File: config.mk
export PLATFORM = sky130hd
export DESIGN_NAME = pipe_ctrl_unit
export DESIGN_NICKNAME = d
export VERILOG_FILES = /design/src/rtl/pipe_ctrl_unit.sv
export SDC_FILE = /design/constraint.sdc
export NUM_CORES = 1
export LEC_CHECK = 0
export CAP_MARGIN = 20
export CORE_ASPECT_RATIO = 0.6
export CORE_MARGIN = 1
export CORE_UTILIZATION = 46
export CTS_CLUSTER_SIZE = 24
export DETAILED_ROUTE_END_ITERATION = 10
export GPL_TIMING_DRIVEN = 0
export MAX_ROUTING_LAYER = met4
export PLACE_DENSITY = 0.84
export SYNTH_ARGS = -nofsm -noshare
export SYNTH_HDL_FRONTEND = slang
export SYNTH_SLANG_ARGS = --single-unit
File: constraint.sdc
create_clock -name clk -period 3.9 [get_ports clk]
set_input_delay 0.975 -clock clk [delete_from_list [all_inputs] [get_ports clk]]
set_output_delay 0.975 -clock clk [all_outputs]
set_load 0.02 [all_outputs]
File: src/rtl/pipe_ctrl_unit.sv
// Control unit for a 5-stage pipeline: decodes the ID instruction, carries its control
// word through ID/EX, EX/MEM and MEM/WB, and produces stall/flush/freeze/forwarding controls.
module pipe_ctrl_unit #(
   parameter int unsigned FWD_EN = 1,
   parameter int unsigned ALUC_W = 4
) (
   input  logic              clk,
   input  logic              rst_n,
   input  logic [31:0]       id_instr,
   input  logic              ex_zero,
   input  logic              MIO_ready,
   output logic              pc_en,
   output logic              ifid_en,
   output logic              ifid_flush,
   output logic [1:0]        pc_src,
   output logic              ex_RegDst,
   output logic              ex_ALUSrc_B,
   output logic [ALUC_W-1:0] ex_ALU_Control,
   output logic [1:0]        fwd_a,
   output logic [1:0]        fwd_b,
   output logic              mem_read,
   output logic              mem_w,
   output logic              wb_RegWrite,
   output logic              wb_MemtoReg,
   output logic [4:0]        wb_wreg,
   output logic              illegal
);

   typedef struct packed {
      logic       reg_dst;
      logic       alu_src_b;
      logic [3:0] alu;
      logic       mem_read;
      logic       mem_write;
      logic       branch;
      logic       is_bne;
      logic       reg_write;
      logic       mem_to_reg;
      logic [4:0] dest;
      logic [4:0] rs;
      logic [4:0] rt;
   } ex_cw_t;

   typedef struct packed {
      logic       mem_read;
      logic       mem_write;
      logic       reg_write;
      logic       mem_to_reg;
      logic [4:0] dest;
   } mem_cw_t;

   typedef struct packed {
      logic       reg_write;
      logic       mem_to_reg;
      logic [4:0] dest;
   } wb_cw_t;

   localparam logic [3:0] ALU_AND = 4'b0000;
   localparam logic [3:0] ALU_OR  = 4'b0001;
   localparam logic [3:0] ALU_ADD = 4'b0010;
   localparam logic [3:0] ALU_XOR = 4'b0011;
   localparam logic [3:0] ALU_SRL = 4'b0101;
   localparam logic [3:0] ALU_SUB = 4'b0110;
   localparam logic [3:0] ALU_SLT = 4'b0111;
   localparam logic [3:0] ALU_NOR = 4'b1100;
   localparam bit         FWD_ON  = (FWD_EN != 0);

   // A zero destination never matches, so r0 writers never create a hazard.
   function automatic logic src_hit(input logic [4:0] dest, input logic [4:0] rs,
                                    input logic [4:0] rt, input logic uses_rt);
      return (dest != 5'd0) && ((dest == rs) || (uses_rt && (dest == rt)));
   endfunction

   ex_cw_t  id_cw_s, ex_d, ex_q;
   mem_cw_t mem_d, mem_q;
   wb_cw_t  wb_d, wb_q;
   logic    illegal_d, illegal_q;
   logic    id_legal_s, id_uses_rt_s, id_jump_s;
   logic    mem_w_s, freeze_s, taken_s, stall_s;
   logic [ALUC_W-1:0] ex_alu_s;

   // Instruction decode of the IF/ID word into an ID/EX control word.
   always_comb begin
      id_cw_s      = '0;
      id_cw_s.alu  = ALU_ADD;
      id_legal_s   = 1'b1;
      id_uses_rt_s = 1'b0;
      id_jump_s    = 1'b0;
      case (id_instr[31:26])
         6'b000000: begin
            id_cw_s.reg_dst   = 1'b1;
            id_cw_s.reg_write = 1'b1;
            id_uses_rt_s      = 1'b1;
            case (id_instr[5:0])
               6'b100000: id_cw_s.alu = ALU_ADD;
               6'b100010: id_cw_s.alu = ALU_SUB;
               6'b100100: id_cw_s.alu = ALU_AND;
               6'b100101: id_cw_s.alu = ALU_OR;
               6'b100110: id_cw_s.alu = ALU_XOR;
               6'b101010: id_cw_s.alu = ALU_SLT;
               6'b100111: id_cw_s.alu = ALU_NOR;
               6'b000010: id_cw_s.alu = ALU_SRL;
               default:   id_legal_s  = 1'b0;
            endcase
         end
         6'b100011: begin
            id_cw_s.alu_src_b  = 1'b1;
            id_cw_s.mem_read   = 1'b1;
            id_cw_s.mem_to_reg = 1'b1;
            id_cw_s.reg_write  = 1'b1;
         end
         6'b101011: begin
            id_cw_s.alu_src_b = 1'b1;
            id_cw_s.mem_write = 1'b1;
            id_uses_rt_s      = 1'b1;
         end
         6'b000100, 6'b000101: begin
            id_cw_s.branch = 1'b1;
            id_cw_s.is_bne = id_instr[26];
            id_cw_s.alu    = ALU_SUB;
            id_uses_rt_s   = 1'b1;
         end
         6'b000010: id_jump_s = 1'b1;
         6'b001000, 6'b001010, 6'b001100, 6'b001101: begin
            id_cw_s.alu_src_b = 1'b1;
            id_cw_s.reg_write = 1'b1;
            case (id_instr[28:26])
               3'b010:  id_cw_s.alu = ALU_SLT;
               3'b100:  id_cw_s.alu = ALU_AND;
               3'b101:  id_cw_s.alu = ALU_OR;
               default: id_cw_s.alu = ALU_ADD;
            endcase
         end
         default: id_legal_s = 1'b0;
      endcase
      // The all-zero word is the pipeline NOP that flushes load into IF/ID.
      if (id_instr == 32'd0) begin
         id_cw_s      = '0;
         id_legal_s   = 1'b1;
         id_uses_rt_s = 1'b0;
      end else if (!id_legal_s) begin
         id_cw_s      = '0;
         id_cw_s.alu  = ALU_ADD;
         id_uses_rt_s = 1'b0;
         id_jump_s    = 1'b0;
      end else begin
         id_cw_s.rs   = id_instr[25:21];
         id_cw_s.rt   = id_instr[20:16];
         id_cw_s.dest = id_cw_s.reg_write ?
                        (id_cw_s.reg_dst ? id_instr[15:11] : id_instr[20:16]) : 5'd0;
      end
   end

   assign mem_w_s  = mem_q.mem_write & ~mem_q.mem_read;
   assign freeze_s = ~MIO_ready & (mem_q.mem_read | mem_w_s);
   assign taken_s  = ex_q.branch & (ex_zero ^ ex_q.is_bne);
   assign stall_s  = FWD_ON ?
      (ex_q.mem_read & src_hit(ex_q.dest, id_cw_s.rs, id_cw_s.rt, id_uses_rt_s)) :
      ((ex_q.reg_write & src_hit(ex_q.dest, id_cw_s.rs, id_cw_s.rt, id_uses_rt_s)) |
       (mem_q.reg_write & src_hit(mem_q.dest, id_cw_s.rs, id_cw_s.rt, id_uses_rt_s)));

   // Hazard resolution and next values of the stage control registers.
   always_comb begin
      pc_en      = 1'b1;
      ifid_en    = 1'b1;
      ifid_flush = 1'b0;
      pc_src     = 2'b00;
      ex_d       = id_cw_s;
      mem_d      = '{ex_q.mem_read, ex_q.mem_write, ex_q.reg_write, ex_q.mem_to_reg, ex_q.dest};
      wb_d       = '{mem_q.reg_write, mem_q.mem_to_reg, mem_q.dest};
      illegal_d  = ~id_legal_s;
      if (freeze_s) begin
         // A pending taken branch simply waits in EX and resolves once memory is ready.
         pc_en     = 1'b0;
         ifid_en   = 1'b0;
         ex_d      = ex_q;
         mem_d     = mem_q;
         wb_d      = wb_q;
         illegal_d = 1'b0;
      end else if (taken_s) begin
         pc_src     = 2'b01;
         ifid_flush = 1'b1;
         ex_d       = '0;
         illegal_d  = 1'b0;
      end else if (stall_s) begin
         pc_en     = 1'b0;
         ifid_en   = 1'b0;
         ex_d      = '0;
         illegal_d = 1'b0;
      end else if (id_jump_s) begin
         pc_src     = 2'b10;
         ifid_flush = 1'b1;
      end else begin
         pc_src = 2'b00;
      end
   end

   // EX operand forwarding; the younger MEM result wins over WB.
   always_comb begin
      fwd_a = 2'b00;
      fwd_b = 2'b00;
      if (FWD_ON && mem_q.reg_write && (mem_q.dest != 5'd0) && (mem_q.dest == ex_q.rs)) begin
         fwd_a = 2'b10;
      end else if (FWD_ON && wb_q.reg_write && (wb_q.dest != 5'd0) && (wb_q.dest == ex_q.rs)) begin
         fwd_a = 2'b01;
      end else begin
         fwd_a = 2'b00;
      end
      if (FWD_ON && mem_q.reg_write && (mem_q.dest != 5'd0) && (mem_q.dest == ex_q.rt)) begin
         fwd_b = 2'b10;
      end else if (FWD_ON && wb_q.reg_write && (wb_q.dest != 5'd0) && (wb_q.dest == ex_q.rt)) begin
         fwd_b = 2'b01;
      end else begin
         fwd_b = 2'b00;
      end
   end

   // Stage control registers; reset loads bubbles everywhere.
   always_ff @(posedge clk or negedge rst_n) begin
      if (!rst_n) begin
         ex_q      <= '0;
         mem_q     <= '0;
         wb_q      <= '0;
         illegal_q <= 1'b0;
      end else begin
         ex_q      <= ex_d;
         mem_q     <= mem_d;
         wb_q      <= wb_d;
         illegal_q <= illegal_d;
      end
   end

   // Zero-extend the 4-bit ALU code to the configured width.
   always_comb begin
      ex_alu_s      = '0;
      ex_alu_s[3:0] = ex_q.alu;
   end

   assign ex_RegDst      = ex_q.reg_dst;
   assign ex_ALUSrc_B    = ex_q.alu_src_b;
   assign ex_ALU_Control = ex_alu_s;
   assign mem_read       = mem_q.mem_read;
   assign mem_w          = mem_w_s;
   assign wb_RegWrite    = wb_q.reg_write;
   assign wb_MemtoReg    = wb_q.mem_to_reg;
   assign wb_wreg        = wb_q.dest;
   assign illegal        = illegal_q;

endmodule

# Word level (Yosys, flattened, before mapping)
# Cells that the tools add are included.
# classes
muxes,43
eq_ne,26
n_reduce_logical,21
n_bitwise,9
# ops
operator,n
two-way mux 27 bit,3
"== test 6 bit, second input constant",9
zero test 32 bit,1
== test 5 bit,6
one-hot mux 4 bit (7 select lines),1
two-way mux 1 bit,25
"== test 6 x 4 -> 1 bit, second input constant",4
two-way mux 15 bit,1
nonzero test 5 bit,3
two-way mux 2 bit,7
"== test 6 x 2 -> 1 bit, second input constant",2
"== test 6 x 3 -> 1 bit, second input constant",2
two-way mux 12 bit,1
one-hot mux 4 bit (3 select lines),1
OR reduction 6 bit,2
two-way mux 5 bit,2
one-hot mux 3 bit (3 select lines),1
OR reduction 9 bit,1
logical AND 1 bit,8
OR reduction 4 bit,2
OR reduction 8 bit,1
"== test 3 bit, second input constant",2
zero test 6 bit,1
AND 1 bit,4
other kinds (7),9
# word_totals
reg_bits,44
input_bits,36
wordCells,120
out_inout_bits,25

# Depth between registers and ports, before layout
# depth
depth_word,14
depth_mapped,11

# Worst setup path before layout
# OpenSTA, ideal clock, no wires.
# synth_path
kind,input to output
start,input port id_instr[26]
end,output port ifid_flush
stages,10
path_slack_ns,-0.091
arrival_ns,3.016
path_cell_list,buf_6 or3_4 nor3b_4 o21ai_1 nand2b_1 buf_4 a211o_1 a221oi_2 buf_4 o32ai_1
# synth_between
elab_chain_len,13
elab_cells_between_ends,32
classes_between,eq/ne: 11; mux: 13; bitwise: 1; reduce/logical: 7
# synth_lines
item,line,source
"start, declared",9,"input logic [31:0] id_instr,"
== test 6 x 4 -> 1 bit (tied with other cells),89,case (id_instr[31:26])
OR reduction 9 bit (no source line),n/a,
one-hot mux 1 bit (2 select lines),89,
two-way mux 15 bit,141,end else if (!id_legal_s) begin
two-way mux 27 bit,137,if (id_instr == 32'd0) begin
== test 5 bit,n/a,
logical AND 1 bit,n/a,
logical OR 1 bit,n/a,
logical AND 1 bit,n/a,
AND 1 bit,158,"(ex_q.mem_read & src_hit(ex_q.dest, id_cw_s.rs, id_cw_s.rt, id_uses_rt_s)) :"
two-way mux 1 bit *,185,end else if (stall_s) begin
two-way mux 1 bit *,180,end else if (taken_s) begin
two-way mux 1 bit *,172,if (freeze_s) begin
"end, declared",14,"output logic ifid_flush,"
# Every way passes the cells marked *; elsewhere a longest branch is shown, timed or not.

# Worst setup path in the final report
# layout_path
start,input port id_instr[17]
end,output port pc_src[1]
# layout_between
elab_chain_len,10
elab_cells_between_ends,15
classes_between,eq/ne: 2; mux: 8; bitwise: 1; reduce/logical: 4
# layout_lines
item,line,source
zero test 32 bit / two-way mux 15 bit (equally long branches),"137, 141",
two-way mux 27 bit,137,
== test 5 bit,n/a,
logical AND 1 bit,n/a,
logical OR 1 bit,n/a,
logical AND 1 bit,n/a,
AND 1 bit,158,
two-way mux 2 bit *,185,
two-way mux 2 bit *,180,
two-way mux 2 bit *,172,
"end, declared",15,"output logic [1:0] pc_src,"
# Marked as above.

==> impl_metrics.yaml <==
global_routing:
  antenna_found_initial: 0
  grt_first_pass_wirelength_um: 12480
  track_usage_pct: 27.97
  overflow: 0
  grt_pass1_vias: 2416
  grt_max_degree: 43
floorplan:
  top_level_ports: 61
  dieArea_um2: 6269
  start_util_pct: 48.42
  die_width_um: 101.6
  coreArea_um2: 5649
  rows: 21
  die_h_um: 61.73
worst_setup_path:
  crit_type: "in2out"
  worstPathCellList: "clkdlybuf4s50_1 > xor2_1 > nor2_1 > nor4b_4 > o21ai_0 > nand3_2 > buf_8 > nor3_4 > buf_6"
  ff2ff_path_depth: 8
  cp.required_ns: 2.92
  path_delay_family: "buffers and inverters"
  cp.depth: 9
  crit_path_start: "id_instr[17]"
  crit_path_top_delay_cell: "clkdlybuf4s50_1"
  crit_path_end_kind: "primary output"
  critPathArrivalTime_ns: 3.02
  timing.rr.start: "ex_q[10]$_DFFE_PN0N_"
  slowest_delay_ns: 0.60
  rr_endpoint: "ex_q[14]$_DFFE_PN0N_"
  rrSetupSlack_ns: 1.09
  path_buf_inv: 3
  crit_path_end: "pc_src[1]"
  critPathLaunchType: "input pin"
  path_max_fanout: 19
final_layout:
  fin_nets: 432
  area_delta_synth_final_pct: 41.63
  n_fill_cell: 436
  final-instance-count-excl-fill: 475
  finalInstanceArea_um2: 3874
  antenna_cells: 0
  final_layout_size_suffix_gt1_share_pct: 23.29
yosys:
  synth_ff_type: "dfrtp_1"
  netlist_instances: 310
  async_reset_ff_share_pct: 100.0
  ys_types: 47
  netlist_area_um2: 2735
  syn-mean-instance-area_um2: 8.823
  yosysSeqAreaShare_pct: 38.43
  synth-seq-cells: 42
  synth_fp_nets: 346
  synth_edf_count: 0
  ys_warn_count: 0
placed_design:
  hpwlAfterDp_um: 5809
  dp.cells: 448
  placed_area_um2: 3425
  portBuffers: 58
  place.gp.congestion: 0.9302
  dpl_worst_slack_ns: -1.248
power:
  max-vdd-ir-drop_mv: 0.1507
  p_per_area_nw_per_um2: 236.0
  p_leak_nw: 1.777
sta:
  tightest_slew_ns: 0.9314
  finalCritPeriodShare_pct: 102.3
  whs_ns: 0.4700
  fin_crit_ns: 3.991
  fmax_mhz: 250.5
  drv_slew: 0
  finalHoldViolCount: 0
  maxSlewHeadroom_pct: 37.91
  fin_skew_ns: 0.008359
  rsz0062_at_grt: "yes"
  fin_ws_ns: -0.09138
  setup_violations: 3
outcome:
  status: "finished, violations left"
  violations: "negative setup slack"
hold_path:
  hold_depth: 2
  hold_path.startpoint: "wb_MemtoReg$_DFFE_PN0N_"
  hold_path_class: "reg2reg"
clocking:
  cts_tree: "built"
  clockBufferDepth: 2
  htree_levels: 2
  clk_pin_slew_worst_paths_ns: 0.07
  numCtsBuffers: 5
  clockRootBuffer: "clkbuf_8"
  clkSinkCount: 42
  ctsHoldBuffers: 0
  clk_latency_ns: 0.29
detailed_routing:
  via_count: 2789
  vias_per_cell: 5.872
  drt_iter0_markers: 273
  antenna_left: 0
  routedWlPerCell_um: 17.97
  drt-total-wl_um: 8534
  drc: 0
  drt-pass1-iter-count: 5
job:
  max_cap_violations: 0
## stage by stage
stage               power, mW  setup TNS (ns)  util, %
CTS                    0.9053         -0.1440    66.42
floorplan              0.5352               0        -
global route           0.9545         -0.4017    68.57
finish                 0.9144         -0.1769    68.57
detailed placement     0.6165          -4.880    60.62
global placement       0.6138          -4.851    60.71
## tightest hold or removal path, delay by kind of cell (launching register included)
| family | cells | cell delay [ns] |
|---|---|---|
| flops | 1 | 0.35 |
| simple gates | 2 | 0.10 |
## sequential cells by signal, indices dropped and copies added, names as in the netlist
signal / cells
illegal: 1
wb_wreg: 5
ex_ALUSrc_B: 1
wb_MemtoReg: 1
ex_q: 20
mem_read: 1
wb_RegWrite: 1
ex_ALU_Control: 4
mem_q: 7
ex_RegDst: 1
## final cells by class
class,instances,area (µm²),area share [%]
plain buffers,20,145.1,3.747
flip-flops and latches,42,1051,27.13
repair buffers,81,760.7,19.64
multi-input cells,240,1712,44.19
inverters,6,22.52,0.5814
clock buffers,6,82.58,2.132
well taps,80,100.1,2.584
## synth_stat cells, drive strengths merged, types with 7 or more instances
cell | instances | share of area, %
xor2 | 16 | 5.1
nand2 | 54 | 7.4
buf | 13 | 3.4
nand2b | 10 | 2.3
dfrtp | 42 | 38
nor4 | 9 | 2.1
xnor2 | 13 | 4.2
o21ai | 21 | 3.8
nor2 | 13 | 1.8
o31ai | 15 | 4.1
nand3 | 10 | 1.8
or4 | 7 | 1.9
clkbuf | 9 | 1.2
mux2 | 11 | 4.5
## cells by family (layout without fill, tap and decap cells)
| group | Yosys count | count (layout) | synth area share [%] |
|---|---|---|---|
| AND/OR/NAND/NOR | 133 | 133 | 25.21 |
| AO/OA/AOI/OAI | 61 | 61 | 14.91 |
| flip-flops | 42 | 42 | 38.43 |
| XOR/XNOR | 29 | 29 | 9.286 |
| buffers and inverters | 28 | 113 | 5.443 |
| multiplexers | 17 | 17 | 6.725 |
## worst min path at each step
stage | slack [ns] | endpoint
finish | 0.47 | wb_MemtoReg$_DFFE_PN0N_
global route | 0.50 | wb_MemtoReg$_DFFE_PN0N_
CTS | 0.48 | wb_MemtoReg$_DFFE_PN0N_
detailed placement | 0.46 | wb_MemtoReg$_DFFE_PN0N_
global placement | 0.45 | wb_MemtoReg$_DFFE_PN0N_
floorplan | 0.44 | ex_q[16]$_DFFE_PN0N_
## report_power, final
group / internal [mW] / switching, mW / total [mW]
combinational: 0.0867 / 0.0936 / 0.180
clock: 0.137 / 0.142 / 0.279
sequential: 0.445 / 0.0105 / 0.455
## per-layer routing
metal  track usage (%)  routed length, µm  share of wire [%]  vias up
met1             38.96               3727                 44     1353
met2             40.83               3847                 45      148
met3             8.501                844                9.9       15
met5                 -                  0                  0        -
li1                  -                  -                  -     1273
met4             4.348                114                1.3        0
## repair_timing
action / 4_1_cts / 5_1_grt
gates cloned: 0 / 0
setup buffers: 14 / 9
setup endpoints to repair: 5 / 4
pin swaps: 9 / 16
gates resized for setup: 86 / 19
## cell usage in the layout (no fill, tap or decap), drive strengths merged, types with 11 or more instances in the layout
| cell | count |
|---|---|
| nor2 | 13 |
| clkdlybuf4s50 | 40 |
| xor2 | 16 |
| o21ai | 21 |
| o31ai | 15 |
| xnor2 | 13 |
| nand2 | 54 |
| dfrtp | 42 |
| mux2 | 11 |
| clkbuf | 16 |
| buf | 44 |
Power figures use the tool's default switching activity.
